## src/rtl/div32_seq.sv

```systemverilog
// Iterative signed radix-2 restoring divider.
// One quotient bit per clock; done pulses W+1 edges after the start edge.
//
// state | meaning
// IDLE  | waiting for start; results from the last division held
// CALC  | W restoring iterations, one quotient bit per edge
// FIXUP | apply signs and special cases, pulse done
module div32_seq #(
  parameter int W = 32
) (
  input  logic         clk,
  input  logic         rst,
  input  logic         start,
  input  logic [W-1:0] dividend,
  input  logic [W-1:0] divisor,
  output logic         busy,
  output logic         done,
  output logic [W-1:0] q,
  output logic [W-1:0] r,
  output logic         div_by_zero,
  output logic         ovf
);

  typedef enum logic [1:0] {IDLE, CALC, FIXUP} state_t;

  localparam int CW = $clog2(W);

  state_t        state, state_nxt;
  logic [CW-1:0] cnt;
  logic [W-1:0]  qreg;
  logic [W:0]    acc;
  logic [W:0]    dvs;
  logic          sign_a, sign_b, dz, ov;

  logic [W:0]    acc_sh;
  logic [W:0]    acc_diff;
  logic          acc_ge;
  logic          last_iter;

  // Shifted partial remainder and the trial subtraction against |divisor|.
  // acc stays below |divisor| <= 2^(W-1), so the shift never loses a bit.
  assign acc_sh    = {acc[W-1:0], qreg[W-1]};
  assign acc_diff  = acc_sh - dvs;
  assign acc_ge    = (acc_sh >= dvs);
  assign last_iter = (cnt == CW'(W - 1));
  assign busy      = (state != IDLE);

  // State register.
  always_ff @(posedge clk or posedge rst) begin
    if (rst) state <= IDLE;
    else     state <= state_nxt;
  end

  // Next-state decode.
  always_comb begin
    state_nxt = state;
    case (state)
      IDLE:    if (start) state_nxt = CALC;
      CALC:    if (last_iter) state_nxt = FIXUP;
      FIXUP:   state_nxt = IDLE;
      default: state_nxt = IDLE;
    endcase
  end

  // Operand capture, iteration datapath and result registers.
  always_ff @(posedge clk or posedge rst) begin
    if (rst) begin
      cnt         <= '0;
      qreg        <= '0;
      acc         <= '0;
      dvs         <= '0;
      sign_a      <= 1'b0;
      sign_b      <= 1'b0;
      dz          <= 1'b0;
      ov          <= 1'b0;
      done        <= 1'b0;
      q           <= '0;
      r           <= '0;
      div_by_zero <= 1'b0;
      ovf         <= 1'b0;
    end else begin
      done <= 1'b0;
      case (state)
        IDLE: begin
          if (start) begin
            // |-2^(W-1)| is 2^(W-1), which still fits W unsigned bits.
            qreg   <= dividend[W-1] ? -dividend : dividend;
            dvs    <= divisor[W-1] ? -{divisor[W-1], divisor} : {1'b0, divisor};
            sign_a <= dividend[W-1];
            sign_b <= divisor[W-1];
            dz     <= (divisor == '0);
            ov     <= (dividend == {1'b1, {(W-1){1'b0}}}) && (divisor == '1);
            acc    <= '0;
            cnt    <= '0;
          end
        end
        CALC: begin
          acc  <= acc_ge ? acc_diff : acc_sh;
          qreg <= {qreg[W-2:0], acc_ge};
          cnt  <= cnt + CW'(1);
        end
        FIXUP: begin
          // With a zero divisor every trial succeeds, so acc ends up holding
          // |dividend| and the signed remainder naturally equals the dividend;
          // only the quotient needs forcing. The overflow case wraps to
          // -2^(W-1) by itself.
          q           <= dz ? '1 : ((sign_a ^ sign_b) ? -qreg : qreg);
          r           <= sign_a ? W'(-acc) : W'(acc);
          div_by_zero <= dz;
          ovf         <= ov;
          done        <= 1'b1;
        end
        default: ;
      endcase
    end
  end

endmodule

```

## config.mk

```make
export PLATFORM = sky130hd
export DESIGN_NAME = div32_seq
export DESIGN_NICKNAME = d
export VERILOG_FILES = /design/src/rtl/div32_seq.sv
export SDC_FILE = /design/constraint.sdc
export NUM_CORES = 1
export LEC_CHECK = 0
export ABC_AREA = 0
export BUFFER_PORTS_ARGS = -buffer_cell sky130_fd_sc_hd__buf_2
export CORE_ASPECT_RATIO = 0.7
export CORE_MARGIN = 2
export CORE_UTILIZATION = 45
export CTS_CLUSTER_SIZE = 10
export DETAILED_ROUTE_END_ITERATION = 7
export HOLD_SLACK_MARGIN = 0.05
export PLACE_DENSITY = 0.71
export SYNTH_ARGS = -nofsm -noshare
export SYNTH_HDL_FRONTEND = slang
export SYNTH_SLANG_ARGS = --single-unit
```

## constraint.sdc

```tcl
create_clock -name clk -period 16.8 [get_ports clk]
set_input_delay 2.52 -clock clk [delete_from_list [all_inputs] [get_ports clk]]
set_output_delay 2.52 -clock clk [all_outputs]
set_load 0.02 [all_outputs]
```

# --- Word-level counts from Yosys, hierarchy flattened ---
# Index checks and enable logic that the tools add are counted.
word_totals:
  latchBits: 0
  n_memories: 0
  mem_bits_rw: 0
  inputBits: 67
  elab_cells: 53
  romBits: 0
  register_bits: 175
  output_inout_bits: 68
op_classes:
  eq_ne: 7
  reduce_logical: 8
  add_sub_neg: 6
  div: 0
  n_mux: 16
  n_shift: 0
  n_lt_le_gt_ge: 1
  bitwise: 1
  multipliers: 0
op_table:
  columns: ["cell", "n"]
  rows:
  - ["$mux W32", 7]
  - ["$pmux W32 S2", 2]
  - ["$neg A32 Y32", 3]
  - ["$eq A32 B32 Y1 const B", 2]
  - ["$ge A33 B33 Y1", 1]
  - ["$mux W33", 1]
  - ["$neg A33 Y33", 1]
  - ["$logic_not A32 Y1", 1]
  - ["$sub A32 B32 Y32", 1]
  - ["$pmux W5 S2", 1]
  - ["$reduce_and A2 Y1", 3]
  - ["$add A5 B1 Y5 const B", 1]
  - ["$eq A5 B5 Y1 const B", 1]
  - ["$mux W5", 1]
  - ["$mux W2", 2]
  - ["$ne A2 B2 Y1 const B", 2]
  - ["$pmux W2 S2", 1]
  - ["$reduce_bool A2 Y1", 2]
  - ["$eq A2 B1 Y1 const B", 1]
  - ["$eq A2 B2 Y1 const B", 1]
  - ["$logic_not A2 Y1", 1]
  - ["$logic_and A1 B1 Y1", 1]
  - ["$mux W1", 1]
  - ["$xor A1 B1 Y1", 1]

# --- Depth between registers and ports, before layout ---
# Gate-level depths: netlist of run 1.
logic_depth:
  depth_word: 4
  mapped_depth: 13
  ltp_nobuf: 12

# --- Worst setup path after synthesis of run 1 ---
# OpenSTA, ideal clock, no wires.
synth_timing:
  kind: "input port to flip-flop"
  from: "in divisor[17]"
  to: "reg dvs[31]"
  setup_ns: 0.096
  path_buffers: 0
  arrival_time_ns: 4.958
  path_stages: 7
  required_ns: 16.704
  slack_ns: 11.746
  path_cell_list: "or4_4 > or4_1 > or2_1 > or3_4 > or3_1 > or3_4 > o32ai_2"
synth_via:
  elab_chain_cells: 2
synth_rtl:
  columns: ["element", "line", "rtl"]
  rows:
  - ["from (decl)", "15", "input logic [W-1:0] divisor,"]
  - ["$neg A33 Y33", "88", "dvs <= divisor[W-1] ? -{divisor[W-1], divisor} : {1'b0, divisor};"]
  - ["$mux W33", "88", null]
  - ["to (signal assigned)", "88", null]
  - ["to (decl)", "32", "logic [W:0] dvs;"]
# Every way passes these cells.
# A chain may end at the register's enable or synchronous reset.

# --- Worst setup path after layout of run 1 ---
layout_timing:
  from: "in dividend[8]"
  to: "reg qreg[28]"
layout_via:
  elab_chain_cells: 4
layout_rtl:
  columns: ["element", "line", "rtl"]
  rows:
  - ["from (decl)", "14", "input logic [W-1:0] dividend,"]
  - ["$neg A32 Y32", "87", "qreg <= dividend[W-1] ? -dividend : dividend;"]
  - ["$mux W32", "87", null]
  - ["$mux W32", "85", "if (start) begin"]
  - ["$pmux W32 S2", "83", "case (state)"]
  - ["to (signal assigned)", "87", null]
  - ["to (signal assigned)", "99", "qreg <= {qreg[W-2:0], acc_ge};"]
  - ["to (decl)", "30", "logic [W-1:0] qreg;"]
# Every way passes these cells. The select of a mux whose other input is x is not followed.

==> results of run 1 <==
-- worst max-delay path, delay by kind of cell --
family,cells,cell delay (ns)
AO/OA/AOI/OAI,2,0.37
buffers and inverters,1,0.12
AND/OR/NAND/NOR,4,2.02
XOR/XNOR,1,0.16
-- path summary, 6_finish.rpt --
check                           slack [ns]         from  endpoint  cells past startpoint
worst max-delay path                 11.89  dividend[8]  qreg[28]                      8
worst min-delay path                  0.47         r[6]      r[6]                      2
worst max register to register       12.72      acc[16]   acc[23]                      9
worst min register to register        0.47         r[6]      r[6]                      2
max in group asynchronous            13.06          rst   acc[19]                      3
min in group asynchronous             2.33          rst     q[21]                      2
-- state kept, by name (all words and copies together) (netlist names) --
signal and flops:
sign_b 1, dz 1, dvs 33, sign_a 1
cnt 5, q 32, state 2, r 32
qreg 32, acc 32, ovf 1, done 1
div_by_zero 1, ov 1
-- cell type report --
type	instances	area share, %
Multi-Input combinational cell	1006	50.4
Inverter	53	1.61
Clock inverter	12	0.702
Tap cell	325	3.21
Timing Repair Buffer	145	5.95
Clock buffer	20	3.53
Sequential cell	175	34.6
-- cell usage after synthesis, types with 12 or more instances --
library cell  count  share of area (%)
and3_1           16               0.89
a31oi_1          15               0.84
o21ai_0         181                8.1
o31ai_1          32                2.1
inv_1            52                1.7
a21o_1           12               0.80
nand3_1          36                1.6
mux2i_1          21                1.9
o41ai_1          13                1.0
a22oi_1          26                1.7
nand2b_1         12               0.67
or4_1            17                1.1
nor2_1           67                2.2
or3_1            20                1.1
dfrtp_1         175                 39
a21oi_1          89                4.0
xnor2_1          45                3.5
nor4_1           12               0.67
nand2_1         149                5.0
xor2_1          101                7.9
ha_1             40                4.5
clkbuf_1         75                2.5
nand4_1          19                1.1
-- cell families after synthesis --
kind of cell	share of synthesized area (%)
flip-flops	39.0
adder cells (fa/ha/maj)	4.64
multiplexers	1.87
XOR/XNOR	11.4
buffers and inverters	4.36
AO/OA/AOI/OAI	22.1
AND/OR/NAND/NOR	16.6
-- report_power, final --
part / leakage (nW) / switching [mW] / internal [mW]
Sequential: 2.11 / 0.193 / 0.578
Clock: 0.252 / 0.174 / 0.193
Combinational: 3.36 / 0.937 / 0.649
-- metal layers --
layer / part of all wire [%] / up-vias / routed length (um) / GRT usage, %
met2: 37 / 329 / 11600 / 29.9
met1: 54 / 4779 / 16800 / 40.3
met3: 7.2 / 34 / 2240 / 4.57
met4: 1.2 / 0 / 372 / 5.00
met5: 0 / - / 0 / 0
li1: - / 4864 / - / -
-- per-stage QoR --
step | util, % | instance area [sq um] | hold WS, ns | std cells
global placement | 49.3 | 12100 | 0.455 | 1704
CTS | 51.5 | 12700 | 0.480 | 1736
floorplan | - | 11200 | 0.439 | 1311
detailed placement | 49.3 | 12100 | 0.463 | 1704
finish | 51.5 | 12700 | 0.473 | 1736
global route | 51.5 | 12700 | 0.497 | 1736
==> impl_metrics.ini, run 1 <==
[status]
outcome = completed

[global_route]
grt_util_all_layers_pct = 23.8
grt_max_degree = 113
grt_pass1_vias = 8890
antenna_found_initial = 1
grt_pass1_wl_mm = 48.8
grt_overflow = 0

[yosys]
ys_seq_area_share_pct = 39.0
synth_enable_flop_cells = 0
avgSynthCellArea_sq_um = 8.56
yosysWarningCount = 0
synth.distinct_cells = 61
synth_area_sq_um = 11200
yosys_register_bits = 175
synthCells = 1311
ys.flop_type = dfrtp_1
synth-async-reset-ratio_pct = 100
syn_nets = 1419

[run]
cap_violations = 0

[placement]
io_buffers = 134
post-dp-hpwl_mm = 22.9
gp_congestion = 0.899
dp_slack_ns = 11.45

[floorplan]
die_y_um = 136
dieWidth_um = 193
start_util_pct = 45.7
ioPinCount = 135
core-area_sq_um = 24600
dieArea_sq_um = 26200
rows = 48

[critical_path]
worstSetupStartpointType = input port
path_max_fanout = 5
critPathCaptureType = register
path_cells = buf_2, or4_1, or3_1, or4_1, or4_1, o31ai_1, xor2_1, o21ai_0
crit_path_top_delay_cell = or4_1
cp.required_ns = 17.08
cpPeakStageDelay_ns = 0.56
cp.arrival_ns = 5.19
critPathKind = in2reg
cp_common_cell = or4_1

[cells_and_area]
nFillCells = 2322
final_common_cell = o21ai_0
drive_gt1_share_pct = 13.7
area_growth_pct = 12.8
seqCellArea_sq_um = 4380
final_cell_mix = o21ai_0 (181), dfrtp_1 (175), nand2_1 (148)
diodes = 0
multiInputGateArea_sq_um = 6380
nets = 1506

[sta]
slew_headroom_pct = 28.9
fin_worst_skew_ns = 0.0137
max_freq_mhz = 204
worst_slew_pin_slew_ns = 1.06
slew_viol_final = 0
min_period_over_period_pct = 29.2
report.final.hold_viol_count = 0
fin_crit_ns = 4.91
worst_slack_ns = 11.89
grt_setup_unrepaired = no
finalSetupTns_ns = 0
setup_viol_count_final = 0

[detailed_routing]
drc = 0
detail_route.wl_per_cell_um = 17.8
drtPass1Iterations = 5
viasPerCell = 5.76
ant_nets = 0
vias = 10000
drtIter0Drc = 869
routed_wl_mm = 30.9

[clock_tree]
cts_buffers = 17
ctsResizeCount = 0
clockBufferDepth = 2
clock_sinks = 175
cts-root-buf = clkbuf_16
cts_tree = built
h-tree-depth = 4
holdBufCountCts = 0
clk_pin_slew_worst_paths_ns = 0.07
clk_latency_ns = 0.44
cts_setup_buffers = 0

[pwr]
power_leakage_nw = 5.72
ir_drop_uv = 105
power_mw = 2.72
pwr_density_cell_nw_per_um2 = 215

[min_path]
hold_class = reg2reg
Note: power is estimated with default switching activity, not from simulation.
==> run 2, diff against run 1 <==
--- a/config.mk
+++ b/config.mk
@@ -13,7 +13,7 @@
 export CTS_CLUSTER_SIZE = 10
 export DETAILED_ROUTE_END_ITERATION = 7
 export HOLD_SLACK_MARGIN = 0.05
-export PLACE_DENSITY = 0.71
+export PLACE_DENSITY = 0.74
 export SYNTH_ARGS = -nofsm -noshare
 export SYNTH_HDL_FRONTEND = slang
 export SYNTH_SLANG_ARGS = --single-unit
==> constraint.sdc (replaced) <==
create_clock -name clk -period 4.4 [get_ports clk]
set_input_delay 0.66 -clock clk [delete_from_list [all_inputs] [get_ports clk]]
set_output_delay 0.66 -clock clk [all_outputs]
set_load 0.02 [all_outputs]
==> run 2 against run 1 <==
Flip-flop and latch count stayed put. Die area unchanged. Register-to-register slack got worse by 12 ns. Critical path type is now reg2reg.
==> impl_metrics.ini, run 2 (same netlist as run 1, synthesis figures left out) <==
[status]
outcome = completed

[cells_and_area]
regMostFlops = dvs
area_growth_pct = 13.8
nFillCells = 2283
seqCellArea_sq_um = 4380
multiInputGateArea_sq_um = 6380
final_common_cell = o21ai_0
drive_gt1_share_pct = 14.1
final_cell_mix = o21ai_0 (181), dfrtp_1 (175), nand2_1 (148)
largest_reg_flops = 33
design_area_sq_um = 12800
nets = 1510

[global_route]
grt_max_degree = 98
antenna_found_initial = 2
grt_overflow = 0
grt_util_all_layers_pct = 24.0
grt-busiest-layer = met1
grt_pass1_vias = 9042
grt_pass1_wl_mm = 49.3
met2_usage_pct = 30.6
grtUsageMet1_pct = 40.0
grt.met3_usage_pct = 4.90

[clock_tree]
cts_tree = built
clk_pin_slew_worst_paths_ns = 0.07
cts_buffers = 17
clockBufferDepth = 2
clock_sinks = 175
clk_latency_ns = 0.44
holdBufCountCts = 0
cts-root-buf = clkbuf_16
cts_setup_buffers = 0
h-tree-depth = 4
ctsResizeCount = 0

[critical_path]
cp_common_cell = o21ai_0
cpPeakStageDelay_ns = 0.48
critPathCaptureType = register
critPathKind = reg2reg
crit_path_top_delay_cell = dfrtp_1
cp.required_ns = 4.70
path_cells = ha_1, nand2_1, o21ai_0, a21oi_1, o21ai_0, o21ai_1, nand2_1, buf_4, mux2i_1, o21ai_0
cp.arrival_ns = 3.63
r2r_slack_ns = 1.07
worstRegToRegCells = 10
r2r_start = acc[15]
critical-path-top-delay-family = compound AO/OA/AOI/OAI gates
timing.rr.end = acc[22]
worstSetupStartpointType = register
critical_path_buf_inv_count = 1
path_max_fanout = 18

[sta]
worst_slew_pin_slew_ns = 0.978
report.final.hold_viol_count = 0
finalSetupTns_ns = 0
setup_viol_count_final = 0
max_freq_mhz = 300
grt_setup_unrepaired = no
fin_worst_skew_ns = 0.0160
fin_crit_ns = 3.33
min_period_over_period_pct = 75.7
worst_slack_ns = 1.07
slew_viol_final = 0
slew_headroom_pct = 34.8

[placement]
io_buffers = 134
gp_congestion = 0.933
dp_slack_ns = 0.896
placed_cell_area_sq_um = 12200
post-dp-hpwl_mm = 23.1

[floorplan]
rows = 48
ioPinCount = 135
start_util_pct = 45.7
dieArea_sq_um = 26200
core-area_sq_um = 24600
dieWidth_um = 193
die_y_um = 136

[detailed_routing]
routed_wl_mm = 31.1
drtIter0Drc = 1016
detail_route.wl_per_cell_um = 17.8
viasPerCell = 5.79
ant_nets = 0
vias = 10100
drtPass1Iterations = 6
drc = 0

[run]
cap_violations = 0

[min_path]
hold_class = in2async

[pwr]
ir_drop_uv = 312
power_leakage_nw = 5.78
pwr_density_cell_nw_per_um2 = 827
-- run 2: how the worst max path moves through the flow --
stage,endpoint,slack [ns],from,cells after the start
floorplan,dvs[31],1.21,divisor[17],7
global placement,qreg[28],0.98,dividend[8],8
detailed placement,qreg[27],0.90,dividend[8],8
CTS,acc[0],1.13,acc[15],9
global route,acc[8],0.72,acc[15],10
finish,acc[22],1.07,acc[15],10
-- run 2: area by class of cell --
cell class | instances | share of cell area [%]
repair buffers | 149 | 6.24
inverters | 53 | 1.59
clock inverters | 15 | 1.33
multi-input cells | 1006 | 50.0
well taps | 325 | 3.19
clock buffers | 17 | 3.33
flip-flops and latches | 175 | 34.3
diodes | 1 | 0.0196
-- run 2: power by group --
part / internal [mW] / leakage (nW) / total, mW / switching [mW]
clock: 0.812 / 0.287 / 1.53 / 0.719
sequential: 2.20 / 2.11 / 2.93 / 0.729
combinational: 2.49 / 3.38 / 6.09 / 3.60
-- run 2: per-layer routing --
metal / share of wire, % / routed length [um] / up-vias
li1: - / - / 4877
met1: 52 / 16000 / 4805
met2: 39 / 12100 / 383
met3: 8.8 / 2740 / 13
met4: 0.61 / 190 / 0
met5: 0 / 0 / -
-- run 2: per-stage QoR --
stage | hold WS (ns) | total power [mW] | utilization [%] | std cells
2_1_floorplan | 0.439 | 7.36 | - | 1311
3_3_place_gp | 0.452 | 8.79 | 49.5 | 1708
6_report | 0.347 | 10.6 | 51.9 | 1741
5_1_grt | 0.400 | 11.4 | 51.9 | 1740
3_5_place_dp | 0.455 | 8.90 | 49.5 | 1708
4_1_cts | 0.371 | 10.5 | 51.9 | 1740
==> run 3, diff against run 2 <==
--- a/config.mk
+++ b/config.mk
@@ -13,7 +13,7 @@
 export CTS_CLUSTER_SIZE = 10
 export DETAILED_ROUTE_END_ITERATION = 7
 export HOLD_SLACK_MARGIN = 0.05
-export PLACE_DENSITY = 0.74
+export PLACE_DENSITY = 0.71
 export SYNTH_ARGS = -nofsm -noshare
 export SYNTH_HDL_FRONTEND = slang
 export SYNTH_SLANG_ARGS = --single-unit
==> constraint.sdc (replaced) <==
create_clock -name clk -period 3.5 [get_ports clk]
set_input_delay 0.525 -clock clk [delete_from_list [all_inputs] [get_ports clk]]
set_output_delay 0.525 -clock clk [all_outputs]
set_load 0.02 [all_outputs]
==> run 3 against run 2 <==
Register-to-register slack worse by 0.84 ns. First-iteration DRC count is 9.2% lower. Final cell count is 1.1% higher. Total power is 29% higher. Setup slack worse by 0.84 ns. Utilization is 0.81 points higher. Sequential power is 22% higher.
==> impl_metrics.ini, run 3 (same netlist as run 1, synthesis figures left out) <==
[status]
outcome = completed

[pwr]
ir_drop_uv = 584
power_leakage_nw = 5.90
swShare_pct = 47.1
power_mw = 13.6
p_switching_mw = 6.41
internal_power_mw = 7.19
pwr-share-comb_pct = 59.1
seqPwrFrac_pct = 26.3
pwr_density_cell_nw_per_um2 = 1050
clkPwrFrac_pct = 14.6

[critical_path]
path_cells = or4_1, or3_1, or3_1, or3_1, or2_2, o31ai_1, xor2_1, a21oi_1
cp.arrival_ns = 3.57
critPathKind = reg2reg
cpPeakStageDelay_ns = 0.60
critPathCaptureType = register
path_max_fanout = 5
critical-path-top-delay-family = simple AND/OR/NAND/NOR gates
worstSetupStartpointType = register
cp.required_ns = 3.81
critical_path_buf_inv_count = 0
cp_common_cell = or3_1
crit_path_top_delay_cell = or4_1

[global_route]
grt_util_all_layers_pct = 24.7
antenna_found_initial = 2
grt_max_degree = 85
grt_overflow = 0
grt_pass1_vias = 9047
grt_pass1_wl_mm = 50.0

[placement]
gp_congestion = 0.952
io_buffers = 134
dp_slack_ns = 0.189
post-dp-hpwl_mm = 23.8
dp.cells = 1728

[min_path]
hold_class = in2async

[clock_tree]
ctsResizeCount = 0
h-tree-depth = 4
clockBufferDepth = 2
cts_buffers = 17
clock_sinks = 175
cts_tree = built
clk_latency_ns = 0.44
cts_setup_buffers = 0
cts-root-buf = clkbuf_16
holdBufCountCts = 0
clk_pin_slew_worst_paths_ns = 0.07

[sta]
max_freq_mhz = 306
worst_slack_ns = 0.234
fin_worst_skew_ns = 0.0150
setup_viol_count_final = 0
slew_viol_final = 0
min_period_over_period_pct = 93.3
finalSetupTns_ns = 0
slew_headroom_pct = 51.4
grt_setup_unrepaired = no
fin_crit_ns = 3.27
report.final.hold_viol_count = 0
whs_ns = 0.168
worst_slew_pin_slew_ns = 0.723

[detailed_routing]
drtPass1Iterations = 6
routed_wl_mm = 32.0
drc = 0
viasPerCell = 5.74
drtIter0Drc = 923
detail_route.wl_per_cell_um = 18.2
vias = 10100
ant_nets = 0

[cells_and_area]
nFillCells = 2262
final_cell_mix = o21ai_0 (181), dfrtp_1 (175), nand2_1 (148)
area_growth_pct = 15.5
drive_gt1_share_pct = 15.3
largest_reg_flops = 33
instances_no_fill = 1760
regMostFlops = dvs
seqCellArea_sq_um = 4380
multiInputGateArea_sq_um = 6370
nets = 1530
diodes = 0
final_common_cell = o21ai_0

[run]
cap_violations = 0

[floorplan]
rows = 48
start_util_pct = 45.7
dieArea_sq_um = 26200
die_y_um = 136
core-area_sq_um = 24600
dieWidth_um = 193
ioPinCount = 135
-- run 3: changes by cell type in the layout (fill, tap and decap cells not counted) --
| cell | delta |
|---|---|
| buf_4 | +17 |
| inv_8 | -4 |
| buf_12 | +3 |
| clkbuf_8 | +3 |
| clkinv_4 | +3 |
| clkinvlp_4 | -2 |
| bufinv_16 | +1 |
| clkinv_8 | -1 |
| diode_2 | -1 |
| xor2_1 | +1 |
| xor2_2 | -1 |
-- run 3: path summary, 6_finish.rpt --
kind                               from        to  slack (ns)  cells after the start
hold / removal                      rst     r[24]        0.17                      2
max in group asynchronous           rst   qreg[6]        2.48                      3
setup reg to reg               qreg[12]     q[29]        0.23                      8
min in group clk           dividend[23]  qreg[23]        0.40                      3
setup / recovery               qreg[12]     q[29]        0.23                      8
hold reg to reg                      ov       ovf        0.47                      2
-- run 3: power by group through the flow --
stage	Sequential, mW	Combinational (mW)	Clock (mW)
final	3.57	8.04	1.99
after detailed placement	3.58	7.84	0
after floorplan	3.49	5.76	0
after global placement	3.53	7.70	0
after global routing	3.67	8.88	2.12
after CTS	3.55	7.91	2.03
-- run 3: layer usage --
metal	track usage, %	part of all wire, %	vias to the layer above
met5	0	0.084	-
met4	5.09	0.90	4
met3	7.41	10	30
met2	31.3	39	384
met1	39.9	50	4758
li1	-	-	4920
-- run 3: layout make-up --
class,instances,area share (%)
Multi-Input combinational cell,1006,49.2
Sequential cell,175,33.8
Timing Repair Buffer,169,7.59
Clock buffer,20,3.60
Tap cell,325,3.14
Inverter,53,1.56
Clock inverter,12,1.16
-- run 3: stage by stage --
step / instance area, sq um / util (%)
6_report: 13000 / 52.8
5_1_grt: 13000 / 52.8
4_1_cts: 13000 / 52.8
3_5_place_dp: 12300 / 50.2
3_3_place_gp: 12300 / 50.2
2_1_floorplan: 11200 / -
